**config.mk**
```make
export PLATFORM = sky130hd
export DESIGN_NAME = pooled_fm_reader
export DESIGN_NICKNAME = d
export VERILOG_FILES = /design/src/rtl/pooled_fm_reader_pkg.sv /design/src/rtl/pooled_fm_reader_fm_skid_fifo.sv /design/src/rtl/pooled_fm_reader.sv
export SDC_FILE = /design/constraint.sdc
export NUM_CORES = 1
export LEC_CHECK = 0
export CAP_MARGIN = 20
export CORE_UTILIZATION = 58
export DETAILED_ROUTE_END_ITERATION = 8
export PLACE_DENSITY = 0.94
export REMOVE_ABC_BUFFERS = 1
export SYNTH_ARGS = -nofsm -noshare
export SYNTH_HDL_FRONTEND = slang
export SYNTH_SLANG_ARGS = --single-unit
```
**constraint.sdc**
```tcl
create_clock -name clk -period 16.5 [get_ports clk]
set_clock_uncertainty 0.2 [all_clocks]
set_input_delay 4.95 -clock clk [delete_from_list [all_inputs] [get_ports clk]]
set_output_delay 4.95 -clock clk [all_outputs]
set_load 0.1 [all_outputs]
```
**src/rtl/pooled_fm_reader_pkg.sv**
```systemverilog
// Shared widths and FSM encoding for the pooled feature-map read path.
package pooled_fm_reader_pkg;

    localparam int CFG_W_SIZE    = 8;
    localparam int CFG_W_CHANNEL = 6;
    localparam int FM_BUFFER_DW  = 64;
    localparam int FM_BUFFER_AW  = 12;

    typedef enum logic [1:0] {
        S_IDLE  = 2'd0,
        S_RUN   = 2'd1,
        S_DRAIN = 2'd2,
        S_DONE  = 2'd3
    } fsm_state_e;

endpackage

```
**src/rtl/pooled_fm_reader_fm_skid_fifo.sv**
```systemverilog
// Two-entry FIFO; entry 0 is the registered output beat.
module fm_skid_fifo #(
    parameter int W = 8
) (
    input  logic         clk,
    input  logic         rst,
    input  logic         push_i,
    input  logic [W-1:0] din_i,
    input  logic         pop_i,
    output logic [W-1:0] dout_o,
    output logic         vld_o,
    output logic [1:0]   cnt_o
);

    logic [W-1:0] e0_q;
    logic [W-1:0] e1_q;
    logic [1:0]   cnt_q;

    always_ff @(posedge clk or posedge rst) begin
        if (rst) begin
            e0_q  <= '0;
            e1_q  <= '0;
            cnt_q <= 2'd0;
        end else begin
            case (cnt_q)
                2'd0: begin
                    if (push_i) begin
                        e0_q  <= din_i;
                        cnt_q <= 2'd1;
                    end
                end
                2'd1: begin
                    if (push_i && pop_i) begin
                        e0_q <= din_i;
                    end else if (push_i) begin
                        e1_q  <= din_i;
                        cnt_q <= 2'd2;
                    end else if (pop_i) begin
                        cnt_q <= 2'd0;
                    end
                end
                2'd2: begin
                    // Never pushed while full without a pop.
                    if (pop_i) begin
                        e0_q <= e1_q;
                        if (push_i) e1_q <= din_i;
                        else cnt_q <= 2'd1;
                    end
                end
                default: cnt_q <= 2'd0;
            endcase
        end
    end

    assign dout_o = e0_q;
    assign vld_o  = (cnt_q != 2'd0);
    assign cnt_o  = cnt_q;

endmodule

```
**src/rtl/pooled_fm_reader.sv**
```systemverilog
// Reads a pooled map back in (tile, row, col) order with back-pressure.
module pooled_fm_reader
    import pooled_fm_reader_pkg::*;
#(
    parameter int W_SIZE    = CFG_W_SIZE,
    parameter int W_CHANNEL = CFG_W_CHANNEL,
    parameter int OFM_DW    = FM_BUFFER_DW,
    parameter int OFM_AW    = FM_BUFFER_AW
) (
    input  logic                 clk,
    input  logic                 rst,
    input  logic [W_SIZE-1:0]    q_width,
    input  logic [W_SIZE-1:0]    q_height,
    input  logic [W_CHANNEL-1:0] q_channel_out,
    input  logic [OFM_AW-1:0]    q_base_addr,
    input  logic                 i_start,
    output logic                 o_busy,
    output logic                 o_done,
    output logic                 o_rd_en,
    output logic [OFM_AW-1:0]    o_rd_addr,
    input  logic [OFM_DW-1:0]    i_rd_data,
    output logic                 o_data_vld,
    output logic [OFM_DW-1:0]    o_data,
    output logic [W_SIZE-1:0]    o_row,
    output logic [W_SIZE-1:0]    o_col,
    output logic [W_CHANNEL-1:0] o_chn,
    output logic                 o_last,
    input  logic                 i_data_rdy
);

    localparam int TW = 1 + W_CHANNEL + 2 * W_SIZE + OFM_DW;

    fsm_state_e           state_q;
    logic [W_SIZE-1:0]    width_q, height_q, row_q, col_q;
    logic [W_CHANNEL-1:0] chn_num_q, chn_q;
    logic [OFM_AW-1:0]    tile_q, addr_q;
    logic                 zero_q, inflight_q;
    logic [W_SIZE-1:0]    tag_row_q, tag_col_q;
    logic [W_CHANNEL-1:0] tag_chn_q;
    logic                 tag_last_q;

    logic [TW-1:0]        push_d, fifo_dout;
    logic [1:0]           fifo_cnt;
    logic [2:0]           occ_d;
    logic                 pop, issue;
    logic                 last_col, last_row, last_chn, last_pix;
    logic [OFM_AW-1:0]    stride;

    assign pop      = o_data_vld && i_data_rdy;
    assign occ_d    = {1'b0, fifo_cnt} + {2'b0, inflight_q} - {2'b0, pop};
    assign issue    = (state_q == S_RUN) && !zero_q && (occ_d < 3'd2);
    assign last_col = (col_q == width_q - W_SIZE'(1));
    assign last_row = (row_q == height_q - W_SIZE'(1));
    assign last_chn = (chn_q == chn_num_q - W_CHANNEL'(1));
    assign last_pix = last_col && last_row && last_chn;
    assign stride   = OFM_AW'(chn_num_q);

    always_ff @(posedge clk or posedge rst) begin
        if (rst) begin
            state_q    <= S_IDLE;
            width_q    <= '0;
            height_q   <= '0;
            chn_num_q  <= '0;
            row_q      <= '0;
            col_q      <= '0;
            chn_q      <= '0;
            tile_q     <= '0;
            addr_q     <= '0;
            zero_q     <= 1'b0;
            inflight_q <= 1'b0;
            tag_row_q  <= '0;
            tag_col_q  <= '0;
            tag_chn_q  <= '0;
            tag_last_q <= 1'b0;
        end else begin
            inflight_q <= issue;
            case (state_q)
                S_IDLE: begin
                    if (i_start) begin
                        width_q   <= q_width;
                        height_q  <= q_height;
                        chn_num_q <= q_channel_out;
                        zero_q    <= (q_width == '0) || (q_height == '0)
                                     || (q_channel_out == '0);
                        tile_q    <= q_base_addr;
                        addr_q    <= q_base_addr;
                        row_q     <= '0;
                        col_q     <= '0;
                        chn_q     <= '0;
                        state_q   <= S_RUN;
                    end
                end
                S_RUN: begin
                    if (zero_q) begin
                        state_q <= S_DONE;
                    end else if (issue) begin
                        tag_row_q  <= row_q;
                        tag_col_q  <= col_q;
                        tag_chn_q  <= chn_q;
                        tag_last_q <= last_pix;
                        if (last_col) begin
                            col_q <= '0;
                            if (last_row) begin
                                row_q  <= '0;
                                chn_q  <= chn_q + W_CHANNEL'(1);
                                tile_q <= tile_q + OFM_AW'(1);
                                addr_q <= tile_q + OFM_AW'(1);
                            end else begin
                                row_q  <= row_q + W_SIZE'(1);
                                addr_q <= addr_q + stride;
                            end
                        end else begin
                            col_q  <= col_q + W_SIZE'(1);
                            addr_q <= addr_q + stride;
                        end
                        if (last_pix) state_q <= S_DRAIN;
                    end
                end
                S_DRAIN: begin
                    // Leave as the final beat is popped so done follows it directly.
                    if (!inflight_q && (fifo_cnt == 2'd0
                        || (fifo_cnt == 2'd1 && pop))) begin
                        state_q <= S_DONE;
                    end
                end
                default: state_q <= S_IDLE;
            endcase
        end
    end

    assign push_d = {tag_last_q, tag_chn_q, tag_row_q, tag_col_q, i_rd_data};

    fm_skid_fifo #(
        .W(TW)
    ) u_fifo (
        .clk   (clk),
        .rst   (rst),
        .push_i(inflight_q),
        .din_i (push_d),
        .pop_i (pop),
        .dout_o(fifo_dout),
        .vld_o (o_data_vld),
        .cnt_o (fifo_cnt)
    );

    assign {o_last, o_chn, o_row, o_col, o_data} = fifo_dout;
    assign o_rd_en   = issue;
    assign o_rd_addr = addr_q;
    assign o_busy    = (state_q == S_RUN) || (state_q == S_DRAIN);
    assign o_done    = (state_q == S_DONE);

endmodule

```
Word level (Yosys, flattened, before mapping)
Index checks and enable logic that the tools add are counted.

Eq/ne operators: 22. Bitwise logic cells: 1. Magnitude comparators: 1. Reductions and logical operators: 32. Mux-type cells: 48. Add/sub/neg operators: 10.

Operator list (number): 87-bit two-way mux (6); 87-bit one-hot mux with 3 select lines (1); 87-bit one-hot mux with 2 select lines (1); 12-bit two-way mux (9); 8-bit two-way mux (8); 12-bit one-hot mux with 2 select lines (2); 8-bit one-hot mux with 2 select lines (2); 6-bit two-way mux (5); 2-bit two-way mux (11); 2-bit inequality test, second input constant (10); 8-bit by 1-bit adder with 8-bit output, second input constant (2); 8-bit equality test (2); 8-bit logical NOT (2); 8-bit by 1-bit subtractor with 8-bit output, second input constant (2); 12-bit by 1-bit adder with 12-bit output, second input constant (1); 12-bit by 6-bit adder with 12-bit output (1); 2-bit one-hot mux with 3 select lines (2); 6-bit one-hot mux with 2 select lines (1); 4-bit AND reduction (3); 5-bit AND reduction (2); 3-bit inequality test, second input constant (3); 1-bit logical AND (8); 6-bit by 1-bit adder with 6-bit output, second input constant (1); 2-bit equality test, second input constant (3); other kinds (17) (26).

Flip-flop bits (word level): 271. Output and inout bits: 103.

Logic depth before layout (Yosys ltp)
Gate-level depths: netlist of the first run.

Word-level depth: 8. Mapped depth: 14.

By module
A second synthesis of the first run with hierarchy kept.

Cell total of the unflattened synthesis: 1108. Area, all modules: 13721.9 um^2.

Modules (own cells, without submodules): fm_skid_fifo (cells an instance 485, area an instance 7753.7 um^2, instances 1); pooled_fm_reader (cells an instance 623, area an instance 5968.2 um^2, instances 1).

Worst setup path before layout of the first run
OpenSTA, ideal clock, no wires.

Path type: input to output. Start: input port i_data_rdy. End: output port o_rd_en. Cell stages on the path: 6. Setup slack: 3855 ps. Required time: 11350 ps. Arrival time: 7495 ps. Cells stage by stage: and2_1 -> ha_1 -> nor2b_1 -> fa_1 -> nor3_2 -> clkbuf_1.

Cells in the longest elaborated chain, start to end: 4.

RTL lines: from (decl) (RTL line pooled_fm_reader.sv:28) `input logic i_data_rdy`; 1-bit logical AND (RTL line pooled_fm_reader.sv:49) `assign pop = o_data_vld && i_data_rdy;`; 3-bit by 1-bit subtractor with 3-bit output (RTL line pooled_fm_reader.sv:50) `assign occ_d = {1'b0, fifo_cnt} + {2'b0, inflight_q} - {2'b0, pop};`; 3-bit by 2-bit < comparator with 1-bit output (RTL line pooled_fm_reader.sv:51) `assign issue = (state_q == S_RUN) && !zero_q && (occ_d < 3'd2);`; 1-bit logical AND (RTL line pooled_fm_reader.sv:51); to (decl) (RTL line pooled_fm_reader.sv:19) `output logic o_rd_en,`.

No other way between the ends.

Worst setup path in the final report of the first run
Ends and elaborated chain as after synthesis.

==> results.yml, run 1 <==
placement:
  detailed_place_hpwl_mm: 20.7
  placed_area_sq_um: 15200
  place_inst: 1590
  routability_congestion: 0.894
  place_ws_ps: 3000
  io_buffer_count: 204
critical_path:
  critical_path_at_ps: 8380
  reg2reg_from: "u_fifo.cnt_o[1]"
  setup.worst_path.start_class: "primary input"
  worstPathRequired_ps: 11350
  crit-reg2reg-capture: "row_q[6]"
  end_kind: "output port"
  setup.worst_path.class: "in -> out"
  r2r_cells: 12
  critPathMaxFanout: 29
  reg2reg_slack_ps: 12120
timing:
  hold_viol_final: 0
  slew_headroom: 0.269
  final_critical_path_setup_slack_ps: 2970
  report.final.setup_viol: 0
  rsz0062_at_grt: "false"
  setup_tns_ps: 0
  final_max_slew_viol_count: 0
  max_freq_mhz: 73.9
  layout_worst_path_cycle_share: 0.820
  tightestPinTransition_ps: 1090
  period_minus_slack_ps: 13530
clock_network:
  cts.sink_count: 271
  max-clock-path-buffers: 3
  clk_pin_slew_worst_paths_ps: 60
  post-cts-setup-buffer-count: 0
  htree_num_levels: 1
  numCtsBuffers: 27
  worstSkewPairLatency_ps: 540
  tritoncts: "done"
  cts-root-buf: "clkbuf_16"
  cts-hold-fix-buffers: 0
  post_cts_resize_count: 0
global_route:
  via_count_of_the_first_global_routing_pass: 9722
  grt_start_max_net_pins: 110
  gr-usage-all-layers: 0.275
  grt_antenna_before_repair: 0
  wire_length_of_the_first_global_routing_pass_mm: 50.0
  grt_overflow: 0
floorplan:
  chipWidth_microns: 152
  placementRows: 54
  initial_standard_cell_utilization_of_the_core: 0.592
  ios: 205
  floorplan.die.height_microns: 152
  core_region_area_sq_um: 21900
  floorplan.die_area_sq_um: 23000
logic_synthesis:
  async_reset_ff_frac: 1.00
  post_synth_edffs: 0
  synth.distinct_cells: 72
  synth_seq_area_share: 0.523
  synthesis.yosys.warnings: 0
  netlist_area_sq_um: 13000
  synth-main-ff-cell: "dfrtp_1"
  postSynthAreaPerCell_sq_um: 11.2
  post_synthesis_sequential_element_count: 271
  synthesis.instances: 1160
worst_hold_path:
  holdCritStartpoint: "u_fifo.e1_q[86]"
  min_to: "u_fifo.e1_q[86]"
  hold_path_depth: 2
  worst_hold_path_type: "reg -> reg"
detailed_routing:
  avgRoutedWirePerCell_microns: 19.2
  vias_per_cell: 6.05
  firstDrtPassIters: 5
  count_of_unresolved_drc_violations_after_routing: 0
  finalWirelength_mm: 31.5
  final_ant_viol_nets: 0
  vias: 9936
  drt_iter0_drc: 652
layout:
  layout.cells.most_common: "dfrtp_1"
  fin_cells: 1641
  layout_cells_sized_above_1: 0.156
  layout_common_cells: "dfrtp_1, clkdlybuf4s50_1, mux2_2"
  area.growth.synth_to_final_pct: 25.3
  n_antenna_cell: 0
  fin_area_sq_um: 16300
  finalNetCount: 1464
status:
  outcome: "completed"
job:
  cap_viol_max_count: 0
==> synthesized netlist by cell type (all sizes together), types with 3 or more instances <==
cell type,instances,area [sq um]
o22ai,10,62.6
clkbuf,43,161
nand3,24,120
nand2b,6,37.5
nor4,14,103
nor3,15,80.1
o31a,3,26.3
mux2i,90,901
or3b,5,43.8
o21a,3,22.5
nand2,43,164
a211oi,6,62.6
inv,25,93.8
a31oi,9,56.3
o221ai,3,26.3
nor2b,7,43.8
a21o,6,45.0
and3,6,37.5
or4,4,37.5
and2,6,37.5
o2bb2ai,3,26.3
a2bb2oi,6,52.6
xor2,12,105
nor2,133,502
ha,19,238
o211ai,6,45.0
o22a,4,35.0
o21ai,31,166
a21oi,118,594
mux2,137,1540
o31ai,5,37.5
nand4,3,18.8
dfrtp,271,6780
xnor2,28,245
a32oi,3,26.3
buf,20,76.3
o2111ai,3,26.3
==> kinds of logic after synthesis <==
kind of cell | synth area share
buffers and inverters | 0.0259
AO/OA/AOI/OAI | 0.112
flip-flops | 0.523
XOR/XNOR | 0.0270
AND/OR/NAND/NOR | 0.102
adder cells (fa/ha/maj) | 0.0214
multiplexers | 0.188
==> metal layers <==
layer	track usage	vias up	part of all wire
met5	0	-	0
met4	0.0837	0	0.029
met3	0.0425	76	0.077
met2	0.477	419	0.49
met1	0.356	4917	0.40
li1	-	4524	-
==> worst max-delay path, cell delays in order <==
cell,delay (ps)
clkdlybuf4s50_1,600
and2_1,170
ha_1,220
nor2b_1,140
fa_1,490
nor3_4,200
buf_4,370
clkdlybuf4s50_1,1220
==> area by class of cell <==
class | instances | area [sq um]
Inverter | 26 | 105
Clock inverter | 9 | 179
Clock buffer | 40 | 785
Fill cell | 1357 | 5640
Sequential cell | 271 | 6780
Tap cell | 280 | 350
Multi-Input combinational cell | 800 | 5890
Timing Repair Buffer | 215 | 2160
==> stage by stage <==
step / hold slack (ps) / util
final: 303 / 0.742
after CTS: 302 / 0.740
after global routing: 309 / 0.742
after global placement: 263 / 0.696
after floorplan: 249 / -
after detailed placement: 290 / 0.696
==> state kept, by name, indices dropped and copies added (netlist names), 12 cells and up <==
signal and count:
u_fifo.dout_o 87, u_fifo.e1_q 87, o_rd_addr 12, tile_q 12
==> worst max path at each step <==
stage                from          endpoint  slack, ps  cells past startpoint
6_report       i_data_rdy           o_rd_en       2970                      8
2_1_floorplan  i_data_rdy  u_fifo.dout_o[0]       1850                      3
4_1_cts        i_data_rdy           o_rd_en       2970                      8
5_1_grt        i_data_rdy           o_rd_en       2870                      8
3_3_place_gp   i_data_rdy           o_rd_en       3070                      8
3_5_place_dp   i_data_rdy           o_rd_en       3000                      8
Power of run 1 is left out: the tool's default activity adds up to more than one toggle a clock period on the data nets, which glitch-free logic cannot reach.
==> inputs of run 2 (changes only) <==
--- a/config.mk
+++ b/config.mk
@@ -6,9 +6,9 @@
 export NUM_CORES = 1
 export LEC_CHECK = 0
 export CAP_MARGIN = 20
-export CORE_UTILIZATION = 58
+export CORE_UTILIZATION = 54
 export DETAILED_ROUTE_END_ITERATION = 8
-export PLACE_DENSITY = 0.94
+export PLACE_DENSITY = 0.89
 export REMOVE_ABC_BUFFERS = 1
 export SYNTH_ARGS = -nofsm -noshare
 export SYNTH_HDL_FRONTEND = slang
==> constraint.sdc (replaced) <==
create_clock -name clk -period 13.2 [get_ports clk]
set_clock_uncertainty 0.2 [all_clocks]
set_input_delay 3.96 -clock clk [delete_from_list [all_inputs] [get_ports clk]]
set_output_delay 3.96 -clock clk [all_outputs]
set_load 0.1 [all_outputs]
==> results.yml, run 2 (synthesized netlist as in run 1, its figures left out) <==
clock_network:
  cts-hold-fix-buffers: 0
  tritoncts: "done"
  clk_pin_slew_worst_paths_ps: 60
  post_cts_resize_count: 0
  worstSkewPairLatency_ps: 540
  numCtsBuffers: 29
  cts-root-buf: "clkbuf_16"
  post-cts-setup-buffer-count: 0
  max-clock-path-buffers: 3
  cts.sink_count: 271
  htree_num_levels: 1
global_route:
  grt_antenna_before_repair: 0
  gr-usage-all-layers: 0.254
  grt_overflow: 0
  via_count_of_the_first_global_routing_pass: 9791
  wire_length_of_the_first_global_routing_pass_mm: 49.7
  grt_start_max_net_pins: 147
critical_path:
  reg2reg_from: "u_fifo.cnt_o[1]"
  setup.worst_path.class: "in -> out"
  reg2reg_slack_ps: 8520
  setup.worst_path.start_class: "primary input"
  r2r_cells: 12
  critPathMaxFanout: 8
  crit-reg2reg-capture: "row_q[6]"
  critical_path_at_ps: 7120
  worstPathRequired_ps: 9040
  end_kind: "output port"
detailed_routing:
  vias: 9866
  finalWirelength_mm: 31.5
  final_ant_viol_nets: 0
  drt_iter0_drc: 683
  firstDrtPassIters: 5
  vias_per_cell: 5.87
  count_of_unresolved_drc_violations_after_routing: 0
  avgRoutedWirePerCell_microns: 18.7
placement:
  detailed_place_hpwl_mm: 20.6
  place_ws_ps: 1940
  io_buffer_count: 204
  routability_congestion: 0.903
floorplan:
  ios: 205
  floorplan.die_area_sq_um: 24600
  chipWidth_microns: 157
  placementRows: 56
  core_region_area_sq_um: 23500
  initial_standard_cell_utilization_of_the_core: 0.551
  floorplan.die.height_microns: 157
layout:
  finalNetCount: 1465
  area.growth.synth_to_final_pct: 26.0
  area.sequential_sq_um: 6780
  layout_common_cells: "dfrtp_1, clkdlybuf4s50_1, mux2_2"
  layout_cells_sized_above_1: 0.161
  final_util: 0.694
  filler_cell_count: 1661
  layout.cells.most_common: "dfrtp_1"
  n_antenna_cell: 0
  multiInputGateArea_sq_um: 5890
timing:
  hold_viol_final: 0
  period_minus_slack_ps: 11280
  rsz0062_at_grt: "false"
  final_max_slew_viol_count: 0
  final_critical_path_setup_slack_ps: 1920
  max_freq_mhz: 88.7
  tightestPinTransition_ps: 1110
  final.hold.worst_slack_ps: 302
  slew_headroom: 0.257
  setup_tns_ps: 0
  layout_worst_path_cycle_share: 0.854
  report.final.setup_viol: 0
worst_hold_path:
  hold_path_depth: 1
  worst_hold_path_type: "reg -> reg"
  min_to: "u_fifo.e1_q[12]"
  holdCritStartpoint: "u_fifo.e1_q[12]"
status:
  outcome: "completed"
job:
  cap_viol_max_count: 0
## run 2: critical path: stages
cell,delay (ps)
clkdlybuf4s50_1,590
and2_1,170
ha_1,220
nor2b_1,130
fa_1,490
nor3_4,340
clkdlybuf4s50_1,1210
## run 2: how the worst max path moves through the flow
| stage | from | endpoint | slack (ps) | depth (start not counted) |
|---|---|---|---|---|
| global route | i_data_rdy | o_rd_en | 1810 | 7 |
| global placement | i_data_rdy | o_rd_en | 1960 | 7 |
| detailed placement | i_data_rdy | o_rd_en | 1940 | 7 |
| floorplan | i_data_rdy | u_fifo.dout_o[0] | -460 | 3 |
| finish | i_data_rdy | o_rd_en | 1920 | 7 |
| CTS | i_data_rdy | o_rd_en | 1920 | 7 |
## run 2: routing by layer
| metal | vias up | GRT usage | part of all wire |
|---|---|---|---|
| met5 | - | 0 | 0 |
| met2 | 402 | 0.424 | 0.48 |
| met1 | 4860 | 0.326 | 0.40 |
| met3 | 76 | 0.0523 | 0.083 |
| met4 | 0 | 0.0920 | 0.028 |
| li1 | 4528 | - | - |
## run 2: per-stage QoR
| step | instances | area (sq um) |
|---|---|---|
| 2_1_floorplan | 1097 | 12700 |
| 3_3_place_gp | 1629 | 15300 |
| 3_5_place_dp | 1629 | 15300 |
| 4_1_cts | 1681 | 16300 |
| 5_1_grt | 1682 | 16300 |
| 6_report | 1682 | 16300 |
## run 2: layout make-up
class / instances / area share
repair buffers: 214 / 0.130
flip-flops and latches: 271 / 0.415
clock buffers: 32 / 0.0463
multi-input cells: 800 / 0.360
inverters: 26 / 0.00644
clock inverters: 20 / 0.0168
well taps: 319 / 0.0244
Power of run 2 is left out for the same reason.
==> inputs of run 3 (changes only) <==
--- a/config.mk
+++ b/config.mk
@@ -6,10 +6,9 @@
 export NUM_CORES = 1
 export LEC_CHECK = 0
 export CAP_MARGIN = 20
-export CORE_UTILIZATION = 54
+export CORE_UTILIZATION = 45
 export DETAILED_ROUTE_END_ITERATION = 8
-export PLACE_DENSITY = 0.89
-export REMOVE_ABC_BUFFERS = 1
+export PLACE_DENSITY = 0.78
 export SYNTH_ARGS = -nofsm -noshare
 export SYNTH_HDL_FRONTEND = slang
 export SYNTH_SLANG_ARGS = --single-unit
==> results.yml, run 3 (synthesized netlist as in run 1, its figures left out) <==
global_route:
  wire_length_of_the_first_global_routing_pass_mm: 48.2
  via_count_of_the_first_global_routing_pass: 9467
  grt_util_met1: 0.276
  grt_overflow: 0
  grt_antenna_before_repair: 0
  grtUsageMet2: 0.331
  grt_util_met3: 0.0368
  grt_start_max_net_pins: 131
  grt-busiest-layer: "met2"
  gr-usage-all-layers: 0.202
timing:
  tightestPinTransition_ps: 1090
  final_max_slew_viol_count: 0
  setup_tns_ps: 0
  report.final.setup_viol: 0
  layout_worst_path_cycle_share: 0.854
  max_freq_mhz: 88.7
  period_minus_slack_ps: 11270
  slew_headroom: 0.273
  final_critical_path_setup_slack_ps: 1930
  rsz0062_at_grt: "false"
  hold_viol_final: 0
floorplan:
  floorplan.die.height_microns: 172
  initial_standard_cell_utilization_of_the_core: 0.462
  placementRows: 61
  ios: 205
  chipWidth_microns: 172
  core_region_area_sq_um: 28100
  floorplan.die_area_sq_um: 29500
clock_network:
  tritoncts: "done"
  worstSkewPairLatency_ps: 560
  post_cts_resize_count: 0
  max-clock-path-buffers: 3
  numCtsBuffers: 30
  clk_pin_slew_worst_paths_ps: 60
  post-cts-setup-buffer-count: 0
  cts-root-buf: "clkbuf_16"
  cts.sink_count: 271
  cts-hold-fix-buffers: 0
  htree_num_levels: 1
placement:
  detailed_place_hpwl_mm: 20.0
  place_ws_ps: 1950
  io_buffer_count: 204
  routability_congestion: 0.845
detailed_routing:
  drt_iter0_drc: 601
  avgRoutedWirePerCell_microns: 17.2
  vias: 9566
  firstDrtPassIters: 5
  final_ant_viol_nets: 0
  finalWirelength_mm: 30.0
  vias_per_cell: 5.48
  count_of_unresolved_drc_violations_after_routing: 0
layout:
  layout.cells.most_common: "dfrtp_1"
  layout_cells_sized_above_1: 0.157
  finalNetCount: 1466
  filler_cell_count: 2331
  n_antenna_cell: 0
  area.growth.synth_to_final_pct: 26.2
  layout_common_cells: "dfrtp_1, clkdlybuf4s50_1, mux2_2"
critical_path:
  setup.worst_path.class: "in -> out"
  critical_path_at_ps: 7110
  worstPathRequired_ps: 9040
  setup.worst_path.start_class: "primary input"
  end_kind: "output port"
  critPathMaxFanout: 8
worst_hold_path:
  worst_hold_path_type: "reg -> reg"
status:
  outcome: "completed"
job:
  cap_viol_max_count: 0
logic_synthesis:
  synthesis.nets: 1283
==> run 3: per-layer routing <==
layer | share of wire | vias up
met3 | 0.069 | 35
met4 | 0.017 | 0
met1 | 0.45 | 4707
met2 | 0.46 | 297
met5 | 0 | -
li1 | - | 4527
==> run 3: path summary, 6_finish.rpt <==
kind / start / to / slack [ps] / depth (start not counted)
worst max-delay path: i_data_rdy / o_rd_en / 1930 / 7
worst min-delay path: u_fifo.e1_q[86] / u_fifo.e1_q[86] / 290 / 2
worst max register to register: u_fifo.cnt_o[1] / row_q[6] / 8700 / 12
worst min register to register: u_fifo.e1_q[86] / u_fifo.e1_q[86] / 290 / 2
max in group asynchronous: rst / u_fifo.cnt_o[0] / 7470 / 3
min in group asynchronous: rst / u_fifo.dout_o[27] / 3800 / 2
==> run 3: area by class of cell <==
class,count,area [sq um],area share
flip-flops and latches,271,6780,0.414
repair buffers,214,2140,0.131
clock buffers,45,857,0.0524
inverters,26,105,0.00642
multi-input cells,800,5890,0.360
well taps,378,473,0.0289
clock inverters,11,130,0.00795
==> run 3: metrics by stage <==
step | area [sq um] | instances | hold slack (ps) | util
after CTS | 16300 | 1744 | 299 | 0.582
after floorplan | 13000 | 1160 | 249 | -
after global placement | 15400 | 1688 | 262 | 0.547
final | 16400 | 1745 | 292 | 0.583
after detailed placement | 15400 | 1688 | 285 | 0.547
after global routing | 16400 | 1745 | 312 | 0.583
==> run 3: critical path: stages <==
cell and delay [ps]:
clkdlybuf4s50_1 610, and2_1 180, ha_1 220, nor2b_1 140, fa_1 480, nor3_4 330, clkdlybuf4s50_1 1190
Power of run 3 is left out for the same reason.
